$ cat src/rtl/me_pkg.sv
// Shared constants and types for the full-search block-matching motion
// estimator sequencer.
//   N_PE     : number of PEs, also the reference block edge
//   BLK_PIX  : pixels per reference block (one candidate's accumulation length)
//   LAST_T   : final value of the cycle counter (last PE's last result)
//   SW_EDGE  : search window edge, the row pitch of the search memories
package me_pkg;

    localparam int unsigned N_PE     = 16;
    localparam int unsigned BLK_PIX  = 256;
    localparam int unsigned LAST_T   = 4110;
    localparam int unsigned SW_EDGE  = 32;
    localparam int unsigned CNT_W    = 13;
    localparam int unsigned ADDR_R_W = 8;
    localparam int unsigned ADDR_S_W = 10;

    // Last counter value of the RUN phase: 16 candidate rows of 256 pixels.
    localparam int unsigned RUN_LAST = N_PE * BLK_PIX - 1;

    typedef enum logic [2:0] {
        StIdle,
        StClear,
        StRun,
        StDrain,
        StDone
    } me_state_t;

endpackage

$ cat src/rtl/me_pe_decode.sv
// Per-PE strobe decode. PE IDX runs IDX cycles behind PE 0, so its local
// time is u = t - IDX.
//   t        : sequencer cycle counter
//   active   : high during RUN and DRAIN
//   newdist  : accumulator clear/restart for this PE
//   peready  : result-valid strobe for this PE
//   s1s2mux  : 1 selects search memory 1, 0 selects memory 2 (RUN only)
module me_pe_decode
    import me_pkg::*;
#(
    parameter int unsigned IDX = 0
) (
    input  logic [CNT_W-1:0] t,
    input  logic             active,
    output logic             newdist,
    output logic             peready,
    output logic             s1s2mux
);

    logic [CNT_W-1:0] u;
    logic [4:0]       col_diff;
    logic             valid;

    always_comb begin
        // When t < IDX the subtraction wraps far above RUN_LAST, so the
        // range check alone also rejects the not-yet-started case.
        u        = t - CNT_W'(IDX);
        valid    = active && (u <= CNT_W'(RUN_LAST));
        newdist  = valid && (u[7:0] == 8'h00);
        peready  = valid && (u[7:0] == 8'hFF);
        // Column c >= IDX, evaluated as the sign of a 5-bit difference.
        col_diff = {1'b0, t[3:0]} - 5'(IDX);
        s1s2mux  = active && (t <= CNT_W'(RUN_LAST)) && !col_diff[4];
    end

endmodule

$ cat src/rtl/me_control.sv
// Sequencer for the full-search block-matching motion estimator: one 16x16
// reference block against a 32x32 search window (16x16 candidates).
//   clock      : system clock, rising edge
//   resetn     : asynchronous active-low reset
//   start      : begin a search, sampled in IDLE only
//   abort      : synchronous cancel back to IDLE
//   AddressR   : reference block address {row,col}
//   AddressS1  : search memory 1 address
//   AddressS2  : search memory 2 address
//   S1S2mux    : per-PE source select, 1 = S1
//   NewDist    : per-PE accumulator clear/restart strobe
//   PEready    : per-PE result-valid strobe (one-hot or zero)
//   vectorX/Y  : candidate vector of the result being presented
//   CompStart  : comparator enable, 0 clears BestDist
//   busy       : high in CLEAR, RUN and DRAIN
//   done       : one-cycle pulse at end of search
module me_control #(
    parameter int unsigned N_PE  = 16,
    parameter int unsigned CNT_W = 13
) (
    input  logic                clock,
    input  logic                resetn,
    input  logic                start,
    input  logic                abort,
    output logic [7:0]          AddressR,
    output logic [9:0]          AddressS1,
    output logic [9:0]          AddressS2,
    output logic [N_PE-1:0]     S1S2mux,
    output logic [N_PE-1:0]     NewDist,
    output logic [N_PE-1:0]     PEready,
    output logic [3:0]          vectorX,
    output logic [3:0]          vectorY,
    output logic                CompStart,
    output logic                busy,
    output logic                done
);

    import me_pkg::*;

    me_state_t        state_q, state_d;
    logic [CNT_W-1:0] t_q, t_d;
    logic             comp_q, comp_d;
    logic [3:0]       tag_x_q, tag_y_q;

    logic             run, active, abort_taken;
    logic [4:0]       kr_sum;
    logic             hit;
    logic [3:0]       hit_x, hit_y;
    logic [CNT_W-1:0] u_hit;

    // State register
    always_ff @(posedge clock or negedge resetn) begin
        if (!resetn) begin
            state_q <= StIdle;
            t_q     <= '0;
            comp_q  <= 1'b0;
            tag_x_q <= '0;
            tag_y_q <= '0;
        end else begin
            state_q <= state_d;
            t_q     <= t_d;
            comp_q  <= comp_d;
            if (hit) begin
                tag_x_q <= hit_x;
                tag_y_q <= hit_y;
            end
        end
    end

    // Next-state and counter
    always_comb begin
        state_d     = state_q;
        t_d         = t_q;
        abort_taken = abort && (state_q != StIdle);
        if (abort_taken) begin
            state_d = StIdle;
            t_d     = '0;
        end else begin
            unique case (state_q)
                StIdle: begin
                    t_d = '0;
                    if (start && !abort) state_d = StClear;
                end
                StClear: begin
                    state_d = StRun;
                    t_d     = '0;
                end
                StRun: begin
                    t_d = t_q + 1'b1;
                    if (t_q == CNT_W'(RUN_LAST)) state_d = StDrain;
                end
                StDrain: begin
                    // Counter parks at LAST_T instead of wrapping.
                    if (t_q == CNT_W'(LAST_T)) state_d = StDone;
                    else                       t_d = t_q + 1'b1;
                end
                StDone: begin
                    state_d = StIdle;
                    t_d     = '0;
                end
                default: begin
                    state_d = StIdle;
                    t_d     = '0;
                end
            endcase
        end
    end

    // Comparator enable: cleared on entering CLEAR or on abort, set while a
    // search is live, and held in IDLE so the best match stays readable.
    always_comb begin
        comp_d = comp_q;
        unique case (state_d)
            StClear:                comp_d = 1'b0;
            StRun, StDrain, StDone: comp_d = 1'b1;
            default:                comp_d = abort_taken ? 1'b0 : comp_q;
        endcase
    end

    // Outputs
    always_comb begin
        run       = (state_q == StRun);
        active    = run || (state_q == StDrain);
        busy      = (state_q == StClear) || active;
        done      = (state_q == StDone);
        CompStart = comp_q;

        // k = t[11:8] is the candidate row, r = t[7:4] the block row.
        kr_sum    = {1'b0, t_q[11:8]} + {1'b0, t_q[7:4]};
        AddressR  = run ? t_q[7:0] : 8'h00;
        AddressS1 = run ? (10'(kr_sum) * 10'(SW_EDGE) + 10'(t_q[3:0])) : 10'h000;
        AddressS2 = run ? (AddressS1 + 10'(N_PE)) : 10'h000;
    end

    for (genvar i = 0; i < N_PE; i++) begin : g_pe
        me_pe_decode #(
            .IDX (i)
        ) u_pe_decode (
            .t       (t_q),
            .active  (active),
            .newdist (NewDist[i]),
            .peready (PEready[i]),
            .s1s2mux (S1S2mux[i])
        );
    end

    // Vector tag: the ready PE gives X, its local time gives Y.
    always_comb begin
        hit   = 1'b0;
        hit_x = '0;
        hit_y = '0;
        u_hit = '0;
        for (int i = 0; i < N_PE; i++) begin
            if (PEready[i]) begin
                hit   = 1'b1;
                hit_x = 4'(i);
                u_hit = t_q - CNT_W'(i);
                hit_y = u_hit[11:8];
            end
        end
        vectorX = hit ? hit_x : tag_x_q;
        vectorY = hit ? hit_y : tag_y_q;
    end

endmodule

$ cat config.mk
export PLATFORM = sky130hd
export DESIGN_NAME = me_control
export DESIGN_NICKNAME = d
export VERILOG_FILES = /design/src/rtl/me_pkg.sv /design/src/rtl/me_pe_decode.sv /design/src/rtl/me_control.sv
export SDC_FILE = /design/constraint.sdc
export NUM_CORES = 1
export LEC_CHECK = 0
export BUFFER_PORTS_ARGS = -buffer_cell sky130_fd_sc_hd__buf_2
export CORE_MARGIN = 2
export CORE_UTILIZATION = 56
export CTS_BUF_LIST = sky130_fd_sc_hd__clkbuf_4 sky130_fd_sc_hd__clkbuf_8 sky130_fd_sc_hd__clkbuf_16
export CTS_CLUSTER_DIAMETER = 50
export DETAILED_ROUTE_END_ITERATION = 8
export PLACE_DENSITY_LB_ADDON = 0.15
export REMOVE_ABC_BUFFERS = 1
export SLEW_MARGIN = 0
export SYNTH_ARGS = -nofsm -noshare
export SYNTH_HDL_FRONTEND = slang
export SYNTH_SLANG_ARGS = --single-unit
$ cat constraint.sdc
create_clock -name clock -period 6.45 [get_ports clock]
set_input_delay 0.645 -clock clock [delete_from_list [all_inputs] [get_ports clock]]
set_output_delay 0.645 -clock clock [all_outputs]
set_load 0.05 [all_outputs]
### Yosys cells after proc, flatten, opt, wreduce, memory -nomap -nowiden

Index checks and enable logic that the tools add are counted.

* bits in registers: 25
* output and inout bits: 87

* equality and inequality tests: 27
* multiplexer cells: 62
* $lt $le $gt $ge: 16
* add/subtract/negate cells: 34
* reductions and logical operators: 103

Operators by type and width (count)
* $le 13x12->1 const B: 16
* $eq 8x8->1 const B: 16
* $logic_not 8->1: 16
* $mux 4: 32
* $sub 13x4->13 const B: 8
* $logic_and 1x1->1: 65
* $sub 13x3->13 const B: 4
* $sub 4x4->5 const B: 8
* $mux 13: 2
* $pmux 13 s2: 1
* $sub 13x2->13 const B: 2
* $mux 10: 2
* $sub 4x3->5 const B: 4
* $mux 1: 18
* $logic_not 1->1: 16
* $add 13x1->13 const B: 1
* $eq 13x12->1 const B: 1
* $eq 13x13->1 const B: 1
* $sub 13x1->13 const B: 1
* $eq 3x2->1 const B: 4
* $mux 3: 4
* $pmux 3 s4: 1
* $add 10x4->10: 1
* $add 10x5->10 const B: 1
* other kinds (12): 17

### Depth between registers and ports, before layout

Gate-level depths: netlist of the first run.

* depth in word-level cells: 21
* depth in mapped cells: 18
* mapped depth without buffers: 13

### By module

A second synthesis of the first run with hierarchy kept.

* cell total of the unflattened synthesis: 993
* area total of the unflattened synthesis: 7257.0 µm²

Modules (own cells, without submodules)
* me_control: instances 1, sequential area each 625.6 µm², area each 3201.8 µm², cells an instance 436
* me_pe_decode (g_pe[13].u_pe_decode): instances 1, sequential area each 0.0 µm², area each 367.9 µm², cells an instance 49
* me_pe_decode (g_pe[3].u_pe_decode): instances 1, sequential area each 0.0 µm², area each 344.1 µm², cells an instance 47
* me_pe_decode (g_pe[11].u_pe_decode): instances 1, sequential area each 0.0 µm², area each 295.3 µm², cells an instance 44
* me_pe_decode (g_pe[10].u_pe_decode): instances 1, sequential area each 0.0 µm², area each 291.5 µm², cells an instance 42
* me_pe_decode (g_pe[7].u_pe_decode): instances 1, sequential area each 0.0 µm², area each 286.5 µm², cells an instance 40
* me_pe_decode (g_pe[5].u_pe_decode): instances 1, sequential area each 0.0 µm², area each 277.8 µm², cells an instance 38
* me_pe_decode (g_pe[9].u_pe_decode): instances 1, sequential area each 0.0 µm², area each 266.5 µm², cells an instance 35
* me_pe_decode (g_pe[2].u_pe_decode): instances 1, sequential area each 0.0 µm², area each 261.5 µm², cells an instance 36
* me_pe_decode (g_pe[14].u_pe_decode): instances 1, sequential area each 0.0 µm², area each 255.2 µm², cells an instance 35
* me_pe_decode (g_pe[15].u_pe_decode): instances 1, sequential area each 0.0 µm², area each 250.2 µm², cells an instance 34
* me_pe_decode (g_pe[1].u_pe_decode): instances 1, sequential area each 0.0 µm², area each 244.0 µm², cells an instance 33
* me_pe_decode (g_pe[6].u_pe_decode): instances 1, sequential area each 0.0 µm², area each 239.0 µm², cells an instance 36
* me_pe_decode (g_pe[12].u_pe_decode): instances 1, sequential area each 0.0 µm², area each 224.0 µm², cells an instance 27
* +3 rows

### Least setup slack after synthesis of the first run

Ideal clock, no wire load.

* kind: reg-to-output
* start: register t_q[2]
* end: output port vectorX[0]
* path buffers: 2
* data required time: 5.805 ns
* slack: 1.214 ns
* cell stages (with the launch flop): 16
* data arrival time: 4.591 ns
* cell sequence: dfrtp_1 > buf_2 > buf_1 > inv_1 > ha_1 > a21boi_0 > nand3_1 > mux2i_1 > or4_1 > clkinv_1 > a21oi_1 > o21ai_0 > a21oi_1 > o21ai_0 > a21oi_1 > o31ai_1

RTL lines
* from (decl): line me_control.sv:41 `logic [CNT_W-1:0] t_q, t_d;`
* from (signal assigned): line me_control.sv:61 `t_q <= t_d;`
* $sub 13x2->13 *
* $le 13x12->1: line me_pe_decode.sv:28 `valid = active && (u <= CNT_W'(RUN_LAST));`
* $logic_and 1x1->1: line me_pe_decode.sv:28
* $logic_and 1x1->1 *: line me_pe_decode.sv:30 `peready = valid && (u[7:0] == 8'hFF);`
* net g_pe[3].u_pe_decode.peready: line me_pe_decode.sv:16 `output logic peready,`
* $mux 4 / $mux 1 (equally long branches) (13 in a row): line me_control.sv:154 `if (PEready[i]) begin`
* $mux 4 *: line me_control.sv:161 `vectorX = hit ? hit_x : tag_x_q;`
* to (decl): line me_control.sv:31 `output logic [3:0] vectorX,`

Mark *: on every way through the listed nets, which the timed path passes. The rest lies on a longest branch.

### Final worst setup path of the first run

* start: register t_q[2]
* end: output port vectorY[0]

* word-level cells in the longest chain between the ends: 20

RTL lines
* $sub 13x1->13 / $le 13x12->1 (equally long branches): line me_control.sv:157, me_pe_decode.sv:28
* $le 13x12->1 / $logic_and 1x1->1 (equally long branches): line me_pe_decode.sv:28
* $logic_and 1x1->1, on equally long branches: line me_pe_decode.sv:28, me_pe_decode.sv:30
* $logic_and 1x1->1, or another cell as far along: line me_pe_decode.sv:30
* $mux 4 / $mux 1 (equally long branches) (15 in a row): line me_control.sv:154
* $mux 4 *
* to (decl): line me_control.sv:32 `output logic [3:0] vectorY,`

Every way passes the cells marked *; elsewhere a longest branch is shown, timed or not.

==> results, run 1 <==
- For this run, the top clock speed supported by timing is 0.175 GHz.
- The residual DRC count is 0.
- The initial antenna violation count was 1.
- The area growth from synthesis to layout is 2.06%.
- The largest voltage drop on the vdd net is 0.155 mV.
- The post-synthesis instance total is 948.
- The via count normalized by instance count is 7.05.
- By area, the combinational part of the netlist is dominated by simple AND/OR/NAND/NOR gates.
- The cts-stage hold buffer count is 0.
- Yosys mapped a number of flops with a built-in enable equal to 0.
- Measured along the y axis, the die boundary spans 112 um.
- TritonCTS built the clock tree.
- The pin count of the biggest net entering global routing is 46.
- Summed over all layers, the routed wires come to 27.1 mm.
- In the synthesized netlist the dominant register cell turns out to be dfrtp_1.
- The number of hold violations in the final report is 0.
- The final weighted congestion in routability-driven placement is 1.11.
- The floorplan has 39 rows.
- The post-placement worst setup slack is 1.25 ns.
- The first global-routing pass estimated 41.5 mm of wire.
- The cell sitting at the root of the clock tree is a clkbuf_16.
- The region available for standard cell placement spans 11,400 um2.
- The sequential fraction of design power is 34.3%.
- The worst-margin pin slew is 1.12 ns.
- The maximum net fanout on the critical path is 12.
- Dividing the detail-routed wire length by the instance count gives 25.0 um.
- Net switching is 42.7% of the power.
- The count of placed standard cells including taps is 1,076.
- The net count of the finished layout is 969.
- The detailed-routing iteration count for the pre-antenna-repair pass is 6.
- Counting flops with an async set or reset pin after synthesis yields a share of 100%.
- For this block, the via count after detailed routing is 7,624.
- The initial cell density of the core is 57.1%.
- The number of primary I/O pins is 91.
- Sequential cells were found to cover 9.63% of the synthesized design area.
- In this run the critical register-to-register path is launched from t_q[2]$_DFFE_PN0P_.
- The kind of capture point of the worst setup path is an output pin.
- In this run the remaining antenna-violating nets after routing total 0.
- In this run the number of H-tree levels came out at 1.
- The internal power component is 313 uW.
- The number of non-filler instances in the completed layout is 1,082.
- The count of pins over their slew limit was 0.
- The register clock-pin slew on the reported worst setup and hold paths is 0.07 ns.
- The critical path is of the reg2out type.
- Cells fill 58.3% of the core in the end.
- The synthesized netlist devotes 10.5% of its cell area to XOR and XNOR gates.
- The adder-cell area share of the yosys netlist is 5.31%.
- The clock tree skew after final layout is 0.00874 ns.
- For the worst-skew pair, the clock arrives at the later sink with an insertion delay of 0.27 ns.
- The run finished with clean final reports.
- The number of buffers created by CTS is 3.
- The number of global-route vias before repair was 7,191.
- The final worst setup slack is 0.740 ns.
- The total of warnings raised by yosys is 0.
- The all-layer global routing usage is 42.5%.
- For this block, the initial DRC count from the detailed router was 1,064.
- The area share of and/or/nand/nor cells after synthesis is 35.0%.
- Counting along the longest clock path gives a buffer depth of 2.
- The layout filler cell count is 1,145.
- The kind of start point of the critical path is a register.
- In this run the power density over the cells is 82.3 nW/um2.
- The relative contribution of combinational cells to total power is 37.9%.
- After synthesis, the netlist uses 84 different library cells.
- The floorplan step defined a die boundary enclosing 12,500 um2.
- The type of the tightest min-delay check is in2async.
- The time the worst path needs with I/O delays and setup is 5.71 ns.
- The clock group share of total power is 27.7%.
- The number of instances resized during post-cts repair is 0.
- The share of the clock period used by the worst path is 88.5%.
- The count of buffers added on input and output ports is 89.
- The detailed placement HPWL is 20.1 mm.
- The post-synth design cell area is 6500 um2.
- The mean post-synth cell area is 6.85 um2.
- Setup repair after global routing left no endpoint under its margin.
- The multiplexer area fraction after synthesis is 3.02%.
- The register bit total from synthesis is 25.
- The share of layout cells above drive strength 1 is 17.4%.
- From left edge to right edge, the die measures 112 um.
- In this run the tightest slew margin relative to its limit is 25.5%.
- The post-CTS repair timing setup buffer count is 0.
- The synthesized netlist devotes 22.4% of its cell area to compound gates.
- In this run the power spent charging and discharging nets is 233 uW.
- The clock sink count is 25.
- For this run the aggregate overflow at the end of global routing stands at 0.
- In this run the static leakage power is 0.00319 uW.
- The number of max-cap violations is 0.
- The required arrival time at the worst endpoint is 5.80 ns.
- The signal arrival time at the worst endpoint is 5.06 ns.
- Setup violations remaining at the end of the flow were counted as 0.
- The beginning of the critical path is t_q[2]$_DFFE_PN0P_.
## worst paths after layout
check | end | depth (start not counted) | slack, ns
setup / recovery | vectorY[0] | 13 | 0.74
hold / removal | tag_x_q[1]$_DFF_PN0_ | 1 | 0.37
setup reg to reg | tag_y_q[1]$_DFF_PN0_ | 13 | 1.80
hold reg to reg | tag_x_q[3]$_DFF_PN0_ | 2 | 0.48
max in group asynchronous | CompStart$_DFFE_PN0P_ | 1 | 5.67
min in group clock | tag_x_q[3]$_DFF_PN0_ | 2 | 0.48
## sequential cells by signal (all words and copies together), names as in the netlist
signal	count
CompStart	1
state_q	3
t_q	13
tag_x_q	4
tag_y_q	4
## cells by family (layout without fill, tap and decap cells)
kind of cell | after synthesis | count (layout)
adders and majority gates | 27 | 27
other | 1 | 3
xor gates and xnor gates | 78 | 78
buffers and inverters | 161 | 150
muxes | 19 | 19
DFF | 25 | 25
AOI/OAI and AO/OA | 207 | 207
and+or+nand+nor | 430 | 430
## cell usage after synthesis (all sizes together) (14+ instances only)
library cell	number	area, um2
ha	26	325
dfrtp	25	626
o21ai	31	155
clkbuf	26	97.6
and3	19	119
xor2	23	201
nand4	16	100
a211oi	17	140
buf	107	714
nor4	22	189
nand3	61	315
a31oi	18	113
and2	20	128
mux2i	14	140
xnor2	55	482
nand2b	15	93.8
inv	26	97.6
nand2	94	353
a21oi	49	249
nor3	39	221
nor2	90	345
## stage by stage
stage	total power, uW	cell area [um2]	hold WS [ns]	setup TNS, ns
2_1_floorplan	341	5690	0.349	-0.0660
3_3_place_gp	394	6540	0.456	0
3_5_place_dp	396	6540	0.467	0
4_1_cts	548	6630	0.385	0
5_1_grt	570	6630	0.409	0
6_report	546	6630	0.370	0
## cell type report
type,count,area [um2],share of cell area [%]
clock inverter,1,8.76,0.132
inverter,28,105,1.58
sequential,25,626,9.43
antenna,2,5.00,0.0755
clock buffer,3,75.1,1.13
timing repair buffer,118,663,10.0
tap,143,179,2.70
multi-input combinational,762,4970,74.9
## power groups by stage
stage,Clock [uW],Combinational (uW),Sequential [uW]
3_5_place_dp,0,205,190
2_1_floorplan,0,143,198
5_1_grt,162,219,190
6_report,151,207,187
3_3_place_gp,0,204,190
4_1_cts,155,206,187
## per-layer routing
layer,wire length [um],up-vias,global-route usage (%),part of all wire (%)
met4,1710,0,22.8,6.3
met3,3340,139,11.7,12
met2,11500,610,63.9,42
met1,10500,3548,55.3,39
met5,0,-,0,0
li1,-,3327,-,-
## critical path: stages, from the launching register on
cell      delay, ns
dfrtp_1        0.54
inv_1          0.37
ha_1           0.48
a21boi_0       0.91
xnor2_1        0.20
a211oi_1       0.33
nand3_1        0.32
inv_1          0.25
a221oi_1       0.10
o31ai_1        0.40
a21oi_1        0.17
o221ai_1       0.25
a31o_2         0.20
buf_2          0.26
## cell usage in the layout, fill, tap and decap left out, drive strengths merged, types with 6 or more instances in the layout
| cell type | instances |
|---|---|
| buf | 118 |
| nand2 | 94 |
| nor2 | 90 |
| nand3 | 61 |
| xnor2 | 55 |
| a21oi | 49 |
| nor3 | 39 |
| o21ai | 31 |
| inv | 27 |
| ha | 26 |
| dfrtp | 25 |
| xor2 | 23 |
| nor4 | 22 |
| and2 | 20 |
| and3 | 19 |
| a31oi | 18 |
| a211oi | 17 |
| nand4 | 16 |
| nand2b | 15 |
| mux2i | 14 |
| nor2b | 11 |
| o31ai | 11 |
| or3 | 9 |
| a21o | 8 |
| o211ai | 8 |
| or4 | 8 |
| a2111oi | 8 |
| a21boi | 7 |
| and4 | 7 |
| o21a | 6 |
Note: power is estimated with default switching activity, not from simulation.
==> run 2: changes to the inputs <==
- ABC_AREA: unset -> 1
==> results, run 2 <==
- The detailed placement HPWL was 21.4 mm (+6.5%).
- The detailed-route wire length is 28.1 mm (+3.9%).
- The root buffer cell chosen for the clock tree is clkbuf_16.
- The all-layer global routing usage was 42.8% (+0.27 points).
- The flip-flop count of the largest register after layout is 13 (unchanged).
- The number of enable-type register cells in the synthesized netlist is 0 (unchanged).
- The required arrival time at the worst endpoint is 5.80 ns (about the same).
- The final number of setup-violating endpoints is 0 (unchanged).
- The global route total overflow was 0 (unchanged).
- The mean routed wirelength per cell is 21.2 um (-15%).
- The number of instances resized during post-cts repair is 0 (unchanged).
- The post-synthesis instance total was 1,177 (+24%).
- The area of the core region is 11,900 um2 (+4.8%).
- The post-synth design cell area is 6790 um2 (+4.5%).
- The final weighted congestion in routability-driven placement is 1.08 (-2.5%).
- Sorting the synthesized cells by area gives the leading types as nand2_1, xor2_1, dfrtp_1.
- The layout filler cell count is 1,309 (+14%).
- The TritonCTS clock tree is built.
- The start-to-end type of the worst setup path is reg2out.
- The number of violations reported at the end of detailed-routing iteration 0 is 1,086 (+2.1%).
- The post-CTS repair timing setup buffer count is 0 (unchanged).
- The share of layout cells above drive strength 1 is 16.3% (-1.1 points).
- The total of warnings raised by yosys is 0 (unchanged).
- The worst hold path belongs to the class in2async.
- Setup repair after global routing left no endpoint under its margin.
- The number of max-cap violations is 0 (unchanged).
- The residual antenna-violating net count after detailed routing came to 0 (unchanged).
- The mean post-synth cell area was 5.77 um2 (-16%).
- The via count normalized by instance count came to 6.03 (-14%).
- The register clock-pin slew on the reported worst setup and hold paths is 0.08 ns (about the same).
- The total number of placement rows is 40 (+2.6%).
- The area share of the largest cell type after synthesis is 18.3% (+8.7 points).
- The initial cell density of the core came to 57.0% (-0.15 points).
- The power density over cell area is 75.2 nW/um2 (-8.6%).
- The sequential fraction of the synthesis area was 9.21% (-0.41 points).
- The clock tree skew after final layout was 0.00783 ns (-0.000917 ns).
- The leakage component of the power is 0.00399 uW (+25%).
- The number of hold violations in the final report is 0 (unchanged).
- The pin count of the biggest net entering global routing is 26 (-43%).
- The maximum net fanout on the critical path is 18 (+6).
- The register bit total from synthesis came to 25 (unchanged).
- The kind of start point of the critical path is a register.
- The number of buffer cells added on primary ports was 89 (unchanged).
- The number of unique standard cell types used by synthesis came to 58 (-31%).
- The synthesized design spends more area on one cell type than any other, namely nand2_1.
- The async set-or-reset flop fraction in the synthesized netlist came to 100% (unchanged).
- The detailed-routing iteration count for the pre-antenna-repair pass is 8 (+2).
- The headroom to the max-slew limit is 41.5% (+16 points).
- The area growth from synthesis to layout is 1.49%.
- The flow ran to the end, and the final reports show no timing, DRC or antenna violations.
- The number of buffers created by CTS is 3 (unchanged).
- The multi-input logic area is 4930 um2 (-0.71%).
- The floorplan die area was 13,000 um2 (+4.3%).
- The post-placement worst setup slack is 1.46 ns (+0.208 ns).
- The net count of the finished layout is 1,212 (+25%).
- The residual DRC count came to 0 (unchanged).
- The count of pins over their slew limit is 0 (unchanged).
- In the layout the commonest cells are nand2_1, nor2_1, inv_1.
- Counting flops per register, the top entry is t_q.
- The clock sink count is 25 (unchanged).
- The floorplan die height came to 114 um (+2.1%).
- The maximum level of the CTS H-tree is 1 (unchanged).
- The maximum number of buffers from clock root to sink is 2 (unchanged).
- The fmax was 0.183 GHz (+4.6%).
- The worst-margin pin slew came to 0.877 ns (-0.241 ns).
- The final worst setup slack is 0.990 ns (+0.249 ns).
- The post-route setup TNS is 0 ns (unchanged).
- The time the worst path needs with I/O delays and setup was 5.46 ns (-0.249 ns).
- The largest voltage drop on the vdd net was 0.103 mV (-34%).
- The largest registers in the layout are t_q x13, tag_x_q x4, tag_y_q x4.
- The routed via count came to 8,006 (+5.0%).
- The number of global-route vias before repair is 7,321 (+1.8%).
- Counting instances in the post-synthesis netlist gives the leading cell types as nand2_1, nor2_1, inv_1, xor2_1, buf_4.
- The library cell used most frequently in the layout, excluding fill and tap cells, is nand2_1.
- The cts-stage hold buffer count is 0 (unchanged).
- The top flip-flop cell by instance count after synthesis is dfrtp_1.
- The horizontal die dimension is 114 um (+2.1%).
- The share of the clock period used by the worst path is 84.7% (-3.9 points).
- STA classifies the critical path endpoint as an output pin.
- The number of primary I/O pins was 91 (unchanged).
- The initial antenna violation count came to 0 (-1).
- The wire length of the first global-routing pass is 42.0 mm (+1.2%).
- The register area came to 626 um2 (unchanged).
- The clock insertion delay at the later pin of the skew report was 0.28 ns (about the same).
- The signal arrival time at the worst endpoint is 4.82 ns (-0.24 ns).
- The most used standard cell by instance count after synthesis is nand2_1.
- The antenna diode instance count is 0 (-2).
-- run 2: cell types whose count changed after synthesis, sizes merged, moves of 19 or more --
| cell | delta |
|---|---|
| and2 | -20 |
| and3 | -19 |
| inv | +114 |
| nand2 | +249 |
| nor2 | +64 |
| o21ai | +28 |
| xnor2 | -54 |
| xor2 | +69 |
-- run 2: per-stage QoR --
stage	area (um2)	cells	hold slack, ns	util (%)	power, uW
global placement	6810	1323	0.461	57.1	359
global route	6890	1327	0.424	57.8	534
floorplan	6090	1076	0.349	-	311
detailed placement	6810	1323	0.462	57.1	359
CTS	6890	1327	0.390	57.8	513
finish	6890	1327	0.362	57.8	518
-- run 2: kinds of logic after synthesis --
logic type | synth area share [%]
fa+ha+maj | 5.09
other cells | 0.0552
simple gates | 46.1
buf+inv | 18.1
xor+xnor | 12.0
flops | 9.21
compound gates | 9.31
mux | 0.147
-- run 2: path summary, 6_finish.rpt --
| kind | slack, ns | start | cells past startpoint | end |
|---|---|---|---|---|
| worst max-delay path | 0.99 | t_q[4]$_DFFE_PN0P_ | 18 | vectorX[0] |
| worst min-delay path | 0.36 | resetn | 1 | tag_x_q[2]$_DFF_PN0_ |
| worst max register to register | 2.10 | t_q[4]$_DFFE_PN0P_ | 20 | tag_y_q[2]$_DFF_PN0_ |
| worst min register to register | 0.48 | tag_x_q[0]$_DFF_PN0_ | 2 | tag_x_q[0]$_DFF_PN0_ |
| max in group asynchronous | 5.66 | resetn | 1 | t_q[0]$_DFFE_PN0P_ |
| min in group clock | 0.48 | tag_x_q[0]$_DFF_PN0_ | 2 | tag_x_q[0]$_DFF_PN0_ |
-- run 2: layout make-up --
| cell class | instances | area share, % |
|---|---|---|
| Timing Repair Buffer | 100 | 7.66 |
| Clock buffer | 3 | 1.09 |
| Clock inverter | 1 | 0.127 |
| Tap cell | 147 | 2.67 |
| Multi-Input combinational cell | 910 | 71.6 |
| Inverter | 141 | 7.75 |
| Sequential cell | 25 | 9.08 |
-- run 2: per-layer routing --
metal  global-route usage [%]  up-vias  wire length, um
li1                         -     3702                -
met4                     23.9        0             2030
met2                     62.6      615            11300
met5                        0        -                0
met1                     57.6     3558            11100
met3                     10.2      131             3720
-- run 2: power by group --
| group | internal (uW) | switching, uW |
|---|---|---|
| clock network | 86.4 | 72.6 |
| registers | 172 | 7.02 |
| logic | 38.4 | 142 |
| total | 297 | 222 |
-- run 2: worst max-delay path, stage by stage, from the launching register on --
cell and delay, ns:
dfrtp_1 0.60, inv_2 0.52, ha_1 0.65, nand2_1 0.24
nor2_1 0.18, xor2_1 0.24, nor2_2 0.08, nand3_2 0.14
inv_2 0.08, o21ai_0 0.50, a21oi_1 0.12, o21ai_0 0.30
nand2_1 0.08, nand2_1 0.06, nand2_1 0.06, a21oi_1 0.17
o21ai_0 0.10, nand3_1 0.11, buf_2 0.27
